File: config.mk
export PLATFORM = sky130hd
export DESIGN_NAME = cache_line_fill
export DESIGN_NICKNAME = d
export VERILOG_FILES = /design/src/rtl/cache_line_fill.sv
export SDC_FILE = /design/constraint.sdc
export NUM_CORES = 1
export LEC_CHECK = 0
export CAP_MARGIN = 10
export CORE_UTILIZATION = 30
export CTS_BUF_LIST = sky130_fd_sc_hd__clkbuf_16
export DETAILED_ROUTE_END_ITERATION = 8
export GPL_ROUTABILITY_DRIVEN = 1
export SYNTH_ARGS = -nofsm -noshare
export SYNTH_HDL_FRONTEND = slang
export SYNTH_SLANG_ARGS = --single-unit
File: constraint.sdc
create_clock -name clk -period 1.6 [get_ports clk]
set_input_delay 0.24 -clock clk [delete_from_list [all_inputs] [get_ports clk]]
set_output_delay 0.24 -clock clk [all_outputs]
set_load 0.1 [all_outputs]
File: src/rtl/cache_line_fill.sv
// cache_line_fill
//   Miss-handling stage between a direct-mapped 4-column data cache and
//   external RAM. On an accepted miss it reads the 4 words of the addressed
//   line, one memory handshake per word. Each returned word is presented to
//   the cache write port for exactly one cycle. Completion, or a timeout
//   error, is reported to the requester.
//
//   Optional feature: define CACHE_LINE_FILL_CRITICAL_WORD_FIRST_EN to start
//   the fill at column miss_address[3:2], wrapping modulo 4. Without it the
//   fill always runs columns 0,1,2,3.
//
// Handshake: mem_req rises with a valid mem_address and both hold steady
//   until a one-cycle mem_ready strobe. mem_data is captured in that same
//   cycle. mem_ready while mem_req is low is ignored.
//
// Ports:
//   clk, rst           clock; synchronous active-high reset
//   miss_req           start a fill (sampled only when idle)
//   miss_address       missing address; bits [3:0] select column/byte
//   busy               high from the cycle after acceptance until back in idle
//   done               one-cycle end-of-fill pulse (success or error)
//   error              set with done on timeout; cleared on the next acceptance
//   mem_req            word read request, held until mem_ready
//   mem_address        word address of the current request
//   mem_ready          one-cycle strobe qualifying mem_data
//   mem_data           read data
//   fill_address       word address presented to the cache
//   fill_data          word presented to the cache
//   fill_write_enable  4'b1111 during the single write cycle of a word, else 0
//   dbg_state          current FSM state (0 idle, 1 fetch, 2 write, 3 done)

module cache_line_fill #(
    parameter int LINE_IX_BITWIDTH = 8,
    parameter int TIMEOUT_CYCLES   = 1024
) (
    input  logic        clk,
    input  logic        rst,
    input  logic        miss_req,
    input  logic [31:0] miss_address,
    output logic        busy,
    output logic        done,
    output logic        error,
    output logic        mem_req,
    output logic [31:0] mem_address,
    input  logic        mem_ready,
    input  logic [31:0] mem_data,
    output logic [31:0] fill_address,
    output logic [31:0] fill_data,
    output logic [3:0]  fill_write_enable,
    output logic [1:0]  dbg_state
);

    localparam int TW = $clog2(TIMEOUT_CYCLES);
    localparam logic [TW-1:0] TMO_LAST = TW'(TIMEOUT_CYCLES - 1);

    // The line index plus the 4-bit column/byte offset must fit the address.
    if (TIMEOUT_CYCLES < 2 || LINE_IX_BITWIDTH < 1 || LINE_IX_BITWIDTH > 28) begin : g_param_check
        $error("cache_line_fill: illegal LINE_IX_BITWIDTH or TIMEOUT_CYCLES");
    end

    typedef enum logic [1:0] {
        S_IDLE  = 2'd0,
        S_FETCH = 2'd1,
        S_WRITE = 2'd2,
        S_DONE  = 2'd3
    } state_t;

    state_t          state_q;
    logic [27:0]     base_q;   // line base address bits [31:4]
    logic [1:0]      col_q;    // column currently being fetched
    logic [1:0]      words_q;  // words already written in this fill
    logic [TW-1:0]   tmo_q;    // cycles spent waiting for mem_ready
    logic [1:0]      col_d;
    logic [1:0]      start_col;
    logic            unused_addr_bits;

`ifdef CACHE_LINE_FILL_CRITICAL_WORD_FIRST_EN
    assign start_col        = miss_address[3:2];
    assign unused_addr_bits = ^miss_address[1:0];
`else
    assign start_col        = 2'd0;
    assign unused_addr_bits = ^miss_address[3:0];
`endif

    // Column order wraps 3 -> 0 through the natural 2-bit overflow.
    assign col_d     = col_q + 2'd1;
    assign dbg_state = state_q;

    always_ff @(posedge clk) begin
        if (rst) begin
            state_q           <= S_IDLE;
            base_q            <= '0;
            col_q             <= '0;
            words_q           <= '0;
            tmo_q             <= '0;
            busy              <= 1'b0;
            done              <= 1'b0;
            error             <= 1'b0;
            mem_req           <= 1'b0;
            mem_address       <= '0;
            fill_address      <= '0;
            fill_data         <= '0;
            fill_write_enable <= '0;
        end else begin
            // Pulsed outputs default low; the tag is only written in S_WRITE.
            done              <= 1'b0;
            fill_write_enable <= '0;
            case (state_q)
                S_IDLE: begin
                    if (miss_req) begin
                        base_q      <= miss_address[31:4];
                        col_q       <= start_col;
                        words_q     <= '0;
                        tmo_q       <= '0;
                        error       <= 1'b0;
                        busy        <= 1'b1;
                        mem_req     <= 1'b1;
                        mem_address <= {miss_address[31:4], start_col, 2'b00};
                        state_q     <= S_FETCH;
                    end
                end
                S_FETCH: begin
                    if (mem_ready) begin
                        fill_data         <= mem_data;
                        fill_address      <= mem_address;
                        fill_write_enable <= 4'b1111;
                        mem_req           <= 1'b0;
                        tmo_q             <= '0;
                        state_q           <= S_WRITE;
                    end else if (tmo_q == TMO_LAST) begin
                        // Give up on this line; already-written words stay valid
                        // in the cache, so the requester must re-request.
                        mem_req <= 1'b0;
                        error   <= 1'b1;
                        done    <= 1'b1;
                        tmo_q   <= '0;
                        state_q <= S_DONE;
                    end else begin
                        tmo_q <= tmo_q + 1'b1;
                    end
                end
                S_WRITE: begin
                    if (words_q == 2'd3) begin
                        done    <= 1'b1;
                        state_q <= S_DONE;
                    end else begin
                        col_q       <= col_d;
                        words_q     <= words_q + 2'd1;
                        mem_req     <= 1'b1;
                        mem_address <= {base_q, col_d, 2'b00};
                        state_q     <= S_FETCH;
                    end
                end
                S_DONE: begin
                    busy    <= 1'b0;
                    state_q <= S_IDLE;
                end
                default: state_q <= S_IDLE;
            endcase
        end
    end

endmodule

=== Yosys cells after proc, flatten, opt, wreduce, memory -nomap -nowiden ===
Index checks and enable logic that the tools add are counted.

* Register bits after elaboration: 148
* Output and inout port bits: 106

* $add $sub $neg: 3
* Equal/unequal tests: 10
* Muxes and demuxes: 32
* Bitwise gates (word level): 1
* Reduce and logical (&&, ||, !) cells: 14

{| class="wikitable"
|+ Operators by type and width
! cell !! count
|-
| $mux 32 || 2
|-
| $pmux 32 s2 || 1
|-
| $mux 10 || 3
|-
| $pmux 10 s2 || 1
|-
| $mux 2 || 7
|-
| $add 10x1->10 const B || 1
|-
| $eq 10x10->1 const B || 1
|-
| $mux 1 || 10
|-
| $reduce_and 2->1 || 5
|-
| $ne 2x2->1 const B || 4
|-
| $pmux 2 s2 || 2
|-
| $pmux 2 s4 || 1
|-
| $reduce_and 4->1 || 2
|-
| $eq 2x2->1 const B || 3
|-
| $pmux 1 s2 || 3
|-
| $reduce_bool 2->1 || 3
|-
| $add 2x1->2 const B || 2
|-
| $mux 4 || 1
|-
| $ne 3x3->1 const B || 1
|-
| $pmux 1 s3 || 1
|-
| $reduce_and 3->1 || 1
|-
| $reduce_bool 3->1 || 1
|-
| $eq 2x1->1 const B || 1
|-
| $logic_not 2->1 || 1
|-
| 2 further kinds || 2
|}

=== Depth between registers and ports, before layout ===
Gate-level depths: netlist of the first run.

* Word-level depth: 4
* Mapped depth: 10
* Depth with buffers taken out: 6

=== Worst setup path after synthesis of the first run ===
OpenSTA, ideal clock, no wires.

* Path type: register to register
* Start point: reg state_q[0] (netlist: dbg_state[0])
* End point: reg mem_address[21]
* Library setup time: 0.086 ns
* Arrival time: 2.460 ns
* Data required time: 1.514 ns
* Path slack: -0.946 ns
* Cell stages (with the launch flop): 11
* Path buffers: 4
* Clock period less this slack: 2.546 ns
* Cells stage by stage: dfxtp_1 inv_1 ha_1 buf_6 nand2b_1 buf_6 o211a_4 buf_6 buf_6 nor2_1 a211oi_1

* Word-level cells in the longest chain between the ends: 3
* Elaborated cells on any way between the ends: 7
* Classes of those cells: eq/ne (3); mux (1); reduce/logical (3)

{| class="wikitable"
|+ RTL lines
! element !! RTL line !! source
|-
| from (decl) || 68 || <nowiki>state_t state_q;</nowiki>
|-
| from (signal assigned) || 91 || <nowiki>state_q <= S_IDLE;</nowiki>
|-
| from (signal assigned) || 119 || <nowiki>state_q <= S_FETCH;</nowiki>
|-
| from (signal assigned) || 129 || <nowiki>state_q <= S_WRITE;</nowiki>
|-
| $eq 2x2->1 or $logic_not 2->1 (tied branches) || 108 || <nowiki>case (state_q)</nowiki>
|-
| $ne 2x2->1 (no source line) or $reduce_bool 2->1 (tied branches) || -- ||
|-
| $reduce_and 3->1 (no source line) || -- ||
|-
| to (signal assigned) || 118 || <nowiki>mem_address <= {miss_address[31:4], start_col, 2'b00};</nowiki>
|-
| to (signal assigned) || 150 || <nowiki>mem_address <= {base_q, col_d, 2'b00};</nowiki>
|-
| to (decl) || 44 || <nowiki>output logic [31:0] mem_address,</nowiki>
|}

Several ways; a longest one is shown, not always the timed one.
A chain may end at the register's enable or synchronous reset.

=== Worst setup path after layout of the first run ===
* Start point: reg state_q[0] (netlist: dbg_state[0])
* End point: reg mem_address[19]

Same word-level chain as after synthesis.

==> results of run 1 <==
per-layer routing:
metal	vias up	track usage (%)	wire, um
met3	17	4.81	806
met2	112	26.3	7200
met5	-	0	0
met1	2211	19.5	6540
li1	2481	-	-
met4	0	5.68	202
through the flow:
stage	area (um2)	worst slack (ps)	hold slack (ps)	power, mW
floorplan	5610	-177	376	10.9
global placement	8560	-3.12	441	14.3
detailed placement	8560	-49.9	447	14.3
CTS	9110	8.37	194	18.1
global route	9190	-27.2	213	18.9
finish	9190	41.6	214	18.1
power breakdown:
part | switching, mW | total, mW | internal (mW) | leakage, nW
Sequential | 0.755 | 4.91 | 4.15 | 1.14
Clock | 1.48 | 3.74 | 2.26 | 0.269
Combinational | 6.00 | 9.49 | 3.50 | 2.01
Total | 8.24 | 18.1 | 9.91 | 3.42
cells in the mapped netlist (all sizes together), types with 3 or more instances:
| cell | count | share of area, % |
|---|---|---|
| nor3 | 4 | 0.37 |
| and2 | 3 | 0.34 |
| nor2 | 45 | 3.1 |
| xnor2 | 5 | 0.80 |
| clkbuf | 29 | 2.0 |
| mux2i | 31 | 5.7 |
| a21oi | 100 | 9.2 |
| dfxtp | 139 | 51 |
| nand3 | 6 | 0.55 |
| o21ai | 3 | 0.27 |
| nand2b | 3 | 0.34 |
| nand2 | 193 | 13 |
| buf | 25 | 3.3 |
| ha | 7 | 1.6 |
| a211oi | 28 | 3.9 |
cells in the final DEF (no fill, tap or decap), types with 5 or more instances in the layout:
master           instances
a21oi_1                 99
a211oi_1                25
mux2i_1                 30
clkdlybuf4s50_1         62
nand2_1                190
clkbuf_16               18
dfxtp_1                136
buf_12                 114
nand3_1                  6
xnor2_1                  5
buf_4                   19
nor2_1                  44
sequential cells by signal (all words and copies together), names as in the netlist:
| signal | cells |
|---|---|
| mem_address | 29 |
| tmo_q | 10 |
| error | 1 |
| mem_req | 1 |
| fill_write_enable | 1 |
| fill_address | 30 |
| words_q | 2 |
| fill_data | 32 |
| base_q | 28 |
| dbg_state | 2 |
| col_q | 1 |
| done | 1 |
| busy | 1 |
how the worst max path moves through the flow:
stage | end | slack [ps] | start
2_1_floorplan | mem_address[21]$_SDFFE_PP0P_ | -180 | dbg_state[1]$_SDFFE_PP0P_
6_report | mem_address[19]$_SDFFE_PP0P_ | 40 | dbg_state[0]$_SDFFE_PP0P_
3_3_place_gp | mem_address[19]$_SDFFE_PP0P_ | -3 | miss_req
5_1_grt | tmo_q[1]$_SDFFE_PP0P_ | -30 | dbg_state[0]$_SDFFE_PP0P_
3_5_place_dp | mem_address[19]$_SDFFE_PP0P_ | -50 | miss_req
4_1_cts | tmo_q[8]$_SDFFE_PP0P_ | 8 | dbg_state[1]$_SDFFE_PP0P_
what timing repair did:
action	in CTS	in global routing
buffers inserted	0	3
resized for setup	0	7
endpoints found under the setup margin	0	21
worst reg2reg max path, stage by stage, from the launching register on:
cell and delay (ps):
dfxtp_4 380, inv_4 50, ha_2 250, nand2_4 110
o211a_4 230, buf_12 190, nor2_1 80, a211oi_1 200
final cells by class:
| type | instances | area share, % |
|---|---|---|
| repair buffers | 197 | 33.6 |
| multi-input cells | 455 | 26.8 |
| clock inverters | 13 | 1.39 |
| inverters | 2 | 0.136 |
| well taps | 229 | 3.12 |
| flip-flops and latches | 139 | 30.4 |
| clock buffers | 17 | 4.63 |
cell families after synthesis:
logic type,after synthesis,synth area share (%)
and+or+nand+nor,263,19.4
AOI/OAI and AO/OA,142,15.6
DFF,139,50.9
buffers and inverters,56,5.42
muxes,32,5.95
adders and majority gates,7,1.60
xor gates and xnor gates,7,1.12
other,1,0.0686
==> impl_summary.log, run 1 <==
[metrics] number of buffers inserted for hold repair after clock tree synthesis: 0
[metrics] vertical extent of the die: 137 um
[metrics] Final ANT Viol Nets: 0
[metrics] Reg2Reg Capture Point: mem_address[19]$_SDFFE_PP0P_
[metrics] worst hold path depth: 2
[metrics] post-synthesis cell count: 647
[metrics] wire length after detailed routing: 14700 um
[metrics] asr flop ratio synth: 0%
[metrics] max-cap check violation count: 0
[metrics] clock tree from TritonCTS: done
[metrics] slack of the worst reg-to-reg path: 40 ps
[metrics] H-tree Lvls: 4
[metrics] routed via count: 4821
[metrics] Slowest-stage cell, CP: dfxtp_4
[metrics] number of global-route vias before repair: 4478
[metrics] buffers added on ports: 165
[metrics] combined area of all synthesized cells: 5470 um2
[metrics] routed wirelength normalized by instance count: 14.0 um
[metrics] kind of end point of the critical path: flip-flop
[metrics] CP Cell Sequence: inv_4 -> ha_2 -> nand2_4 -> o211a_4 -> buf_12 -> nor2_1 -> a211oi_1
[metrics] average footprint of a synthesized cell: 8.45 um2
[metrics] result of the run: complete, no violations
[metrics] sequential share of the synthesized area: 50.9%
[metrics] number of fill cells: 1646
[metrics] maximum number of pins on one net before global-route repair: 43
[metrics] Synth Warn #: 0
[metrics] Setup TNS: 0 ps
[metrics] longest individual stage delay on the worst path: 380 ps
[metrics] count of clock tree sinks: 139
[metrics] Core Footprint: 17900 um2
[metrics] Achievable Freq: 0.642 GHz
[metrics] power per standard cell area: 1980 nW/um2
[metrics] number of distinct library cells after synthesis: 44
[metrics] category of the critical setup timing path: reg2reg
[metrics] effective utilization at floorplan: 30.5%
[metrics] min Tclk post-route: 1560 ps
[metrics] Boundary Pins: 174
[metrics] Reg area: 2790 um2
[metrics] post-synthesis to final-layout area growth: 68.0%
[metrics] first-pass GRT wire length: 22800 um
[metrics] DR DRC count: 0
[metrics] number of CTS-inserted buffers: 17
[metrics] part of the cycle the worst path needs: 97.4%
[metrics] Worst Clk Skew: 6.98 ps
[metrics] r2r startpoint: dbg_state[0]$_SDFFE_PP0P_
[metrics] Clock Pin Slew Worst Setup and Hold Paths: 60 ps
[metrics] primary flip-flop cell chosen by synthesis mapping: dfxtp_1
[metrics] number of cell rows: 49
[metrics] WHS Endpoint: dbg_state[0]$_SDFFE_PP0P_
[metrics] DP HPWL: 10100 um
[metrics] largest delay contributor family on the critical path: compound AO/OA/AOI/OAI gates
[metrics] peak fanout along the critical path: 29
[metrics] number of cells on the critical path: 7
[metrics] Slew Viols, Final: 0
[metrics] Skew-Pair Late Insertion Delay: 420 ps
[metrics] weighted congestion at the end of routability-driven global placement: 0.778
[metrics] startpoint of the tightest hold check path: rst
[metrics] number of antenna diodes: 0
[metrics] Post-Route Utilization: 51.3%
[metrics] startpoint type of the worst setup path: flip-flop
[metrics] classification of the worst-slack hold path: in2reg
[metrics] endpoints failing setup: 0
[metrics] Worst EP arrival: 1890 ps
[metrics] IR drop worst, VDD: 1320 uV
[metrics] post-placement cell count: 1018
[metrics] die outline area: 18800 um2
[metrics] global route overflow: 0
[metrics] total iterations of the first detailed-routing run: 4
[metrics] unrepaired setup endpoints after global routing: yes
[metrics] number of nets in the layout: 887
[metrics] global-route total usage across every layer: 15.9%
[metrics] number of synthesized register bits: 139
[metrics] initial antenna violation count: 0
[metrics] Fin. Hold Viols: 0
[metrics] number of buffers on the longest clock path: 2
[metrics] leakage: 3.42 nW
[metrics] post-route non-filler standard cell count: 1052
[metrics] proportion of layout cells with a drive suffix above 1: 23.0%
[metrics] CP Data Required Time: 1930 ps
[metrics] starting DRC count in detailed routing: 213
[metrics] multi-input logic area: 2460 um2
[metrics] Avg Vias per Cell: 4.58
[metrics] count of cells along the worst register-to-register path: 7
[metrics] clock root cell: clkbuf_16
[metrics] number of enable flip-flop cells after synthesis: 0
[metrics] WP buf/inv: 2
[metrics] die span in x: 137 um
No activity file was read; power rests on OpenSTA's default activity.
==> inputs of run 2 (changes only) <==
--- a/config.mk
+++ b/config.mk
@@ -9,6 +9,7 @@
 export CORE_UTILIZATION = 30
 export CTS_BUF_LIST = sky130_fd_sc_hd__clkbuf_16
 export DETAILED_ROUTE_END_ITERATION = 8
+export DONT_BUFFER_PORTS = 1
 export GPL_ROUTABILITY_DRIVEN = 1
 export SYNTH_ARGS = -nofsm -noshare
 export SYNTH_HDL_FRONTEND = slang
==> impl_summary.log, run 2 (synthesized netlist as in run 1, its figures left out) <==
[metrics] biggest registers after layout: fill_data: 32 flops, fill_address: 30 flops, mem_address: 29 flops
[metrics] Setup TNS: -109 ps (-109 ps)
[metrics] maximum number of pins on one net before global-route repair: 133 (+210%)
[metrics] routed via count: 4708 (-2.3%)
[metrics] failing checks: negative hold slack, negative setup slack
[metrics] starting DRC count in detailed routing: 152 (-29%)
[metrics] longest individual stage delay on the worst path: 380 ps (about the same)
[metrics] global-route total usage across every layer: 15.0% (-0.94 points)
[metrics] placement-stage worst setup slack: -20.1 ps (+29.7 ps)
[metrics] CP Data Required Time: 1930 ps (about the same)
[metrics] Worst Clk Skew: 5.90 ps (-1.08 ps)
[metrics] classification of the worst-slack hold path: in2reg
[metrics] final design area excluding fillers: 7590 um2 (-17%)
[metrics] number of CTS-inserted buffers: 17 (unchanged)
[metrics] Placed Instance Area: 6560 um2 (-23%)
[metrics] IR drop worst, VDD: 1200 uV (-9.8%)
[metrics] die span in x: 137 um (unchanged)
[metrics] worst path setup slack after routing: -25.7 ps (-67.4 ps)
[metrics] category of the critical setup timing path: reg2reg
[metrics] initial antenna violation count: 0 (unchanged)
[metrics] Fin. Hold Viols: 66 (+66)
[metrics] part of the cycle the worst path needs: 102% (+4.2 points)
[metrics] number of global-route vias before repair: 4154 (-7.2%)
[metrics] Slowest-stage cell, CP: dfxtp_4
[metrics] Post-Route Utilization: 42.4% (-8.9 points)
[metrics] vertical extent of the die: 137 um (unchanged)
[metrics] Worst EP arrival: 1950 ps (+60 ps)
[metrics] Skew-Pair Late Insertion Delay: 420 ps (about the same)
[metrics] worst hold margin: -107 ps (-321 ps)
[metrics] endpoints failing setup: 10 (+10)
[metrics] global route overflow: 0 (unchanged)
[metrics] tightest slew margin relative to the limit: 65.2%
[metrics] largest delay contributor family on the critical path: compound AO/OA/AOI/OAI gates
[metrics] WHS Endpoint: tmo_q[8]$_SDFFE_PP0P_
[metrics] Final ANT Viol Nets: 0 (unchanged)
[metrics] wire length on met1: 6500 um (-0.61%)
[metrics] count of cells along the worst register-to-register path: 8 (+1)
[metrics] clock root cell: clkbuf_16
[metrics] Reg2Reg Capture Point: mem_address[29]$_SDFFE_PP0P_
[metrics] WP buf/inv: 3 (+1)
[metrics] min Tclk post-route: 1630 ps (+67.4 ps)
[metrics] met3 WL: 950 um (+18%)
[metrics] weighted congestion at the end of routability-driven global placement: 0.805 (+3.4%)
[metrics] number of buffers on the longest clock path: 2 (unchanged)
[metrics] power per standard cell area: 2220 nW/um2 (+12%)
[metrics] worst hold path depth: 1 (-1)
[metrics] number of antenna diodes: 0 (unchanged)
[metrics] met2 WL post-DR: 7170 um (-0.36%)
[metrics] Core Footprint: 17900 um2 (unchanged)
[metrics] leading cell types in the layout, fill and taps excluded: nand2_1 (190), dfxtp_1 (136), buf_4 (111)
[metrics] first-pass GRT wire length: 21300 um (-6.8%)
[metrics] max layer used: met4
[metrics] slack of the worst reg-to-reg path: -30 ps (-70 ps)
[metrics] result of the run: complete, but fails checks
[metrics] DP HPWL: 9080 um (-10%)
[metrics] peak fanout along the critical path: 8 (-72%)
[metrics] r2r startpoint: dbg_state[0]$_SDFFE_PP0P_
[metrics] kind of end point of the critical path: flip-flop
[metrics] post-synthesis to final-layout area growth: 38.8%
[metrics] routed wirelength normalized by instance count: 14.8 um (+5.3%)
[metrics] total iterations of the first detailed-routing run: 4 (unchanged)
[metrics] startpoint of the tightest hold check path: rst
[metrics] post-placement cell count: 945 (-7.2%)
[metrics] register ranked first by flip-flop count: fill_data
[metrics] die outline area: 18800 um2 (unchanged)
[metrics] wire length after detailed routing: 14800 um (+0.20%)
[metrics] Slew Viols, Final: 0 (unchanged)
[metrics] count of clock tree sinks: 139 (unchanged)
[metrics] Avg Vias per Cell: 4.70 (+2.6%)
[metrics] max-cap check violation count: 0 (unchanged)
[metrics] effective utilization at floorplan: 30.5% (unchanged)
[metrics] number of cell rows: 49 (unchanged)
[metrics] leakage: 2.94 nW (-14%)
[metrics] Boundary Pins: 174 (unchanged)
[metrics] startpoint type of the worst setup path: flip-flop
[metrics] slew of the pin with the lowest slew margin: 507 ps
[metrics] DR DRC count: 0 (unchanged)
[metrics] unrepaired setup endpoints after global routing: yes
[metrics] total chip power: 16.9 mW (-7.1%)
[metrics] number of nets in the layout: 838 (-5.5%)
[metrics] clock tree from TritonCTS: done
[metrics] most common cell after layout, fill and taps aside: nand2_1
[metrics] Clock Pin Slew Worst Setup and Hold Paths: 50 ps (about the same)
[metrics] Achievable Freq: 0.615 GHz (-4.1%)
[metrics] H-tree Lvls: 4 (unchanged)
[metrics] number of flip-flops under the largest register name: 32 (unchanged)
[metrics] post-route non-filler standard cell count: 1001 (-4.8%)
[metrics] CP Cell Sequence: inv_6 -> ha_4 -> buf_6 -> nand2b_4 -> o211a_4 -> clkbuf_16 -> nor2_1 -> a211oi_1
[metrics] proportion of layout cells with a drive suffix above 1: 26.3% (+3.3 points)
[metrics] buffers added on ports: 0 (-100%)
## run 2: cell types whose count changed in the layout (fill, tap and decap cells not counted), moves of 3 or more
| cell | previous run | this run |
|---|---|---|
| ha_2 | 3 | 0 |
| dlygate4sd3_1 | 0 | 21 |
| clkbuf_16 | 18 | 21 |
| nor2_1 | 44 | 30 |
| clkdlybuf4s50_1 | 62 | 0 |
| nor2_2 | 1 | 9 |
| inv_1 | 0 | 4 |
| buf_12 | 114 | 11 |
| a211oi_1 | 25 | 9 |
| buf_4 | 19 | 111 |
| nor2_4 | 0 | 6 |
| a211oi_2 | 3 | 18 |
## run 2: worst max-delay path by stage
stage / startpoint / to / depth (start not counted)
5_1_grt: dbg_state[0]$_SDFFE_PP0P_ / error$_SDFFE_PP0P_ / 7
3_5_place_dp: dbg_state[0]$_SDFFE_PP0P_ / mem_address[18]$_SDFFE_PP0P_ / 8
6_report: dbg_state[0]$_SDFFE_PP0P_ / mem_address[29]$_SDFFE_PP0P_ / 8
3_3_place_gp: dbg_state[0]$_SDFFE_PP0P_ / mem_address[30]$_SDFFE_PP0P_ / 8
2_1_floorplan: dbg_state[1]$_SDFFE_PP0P_ / mem_address[21]$_SDFFE_PP0P_ / 10
4_1_cts: dbg_state[0]$_SDFFE_PP0P_ / error$_SDFFE_PP0P_ / 7
## run 2: layout make-up
class / instances / area (um2)
Fill cell: 1778 / 10300
Inverter: 2 / 15.0
Clock buffer: 17 / 425
Tap cell: 229 / 287
Sequential cell: 139 / 2790
Clock inverter: 11 / 70.1
Multi-Input combinational cell: 455 / 2630
Timing Repair Buffer: 148 / 1380
## run 2: layer usage
| metal | track usage, % | up-vias |
|---|---|---|
| li1 | - | 2377 |
| met1 | 17.5 | 2193 |
| met2 | 25.2 | 125 |
| met3 | 5.19 | 13 |
| met4 | 5.49 | 0 |
| met5 | 0 | - |
## run 2: report_power, final
| group | internal (mW) | total (mW) | switching (mW) |
|---|---|---|---|
| sequential | 4.15 | 4.58 | 0.437 |
| clock | 2.04 | 3.40 | 1.36 |
| combinational | 2.50 | 8.86 | 6.36 |
| total | 8.69 | 16.9 | 8.16 |
## run 2: timing repair
item,in CTS,in global routing
setup endpoints to repair,6,35
gates resized for setup,10,36
cloned,1,4
setup buffers,1,2
hold endpoints to repair,131,130
pin swaps,6,13
hold buffers,1,20
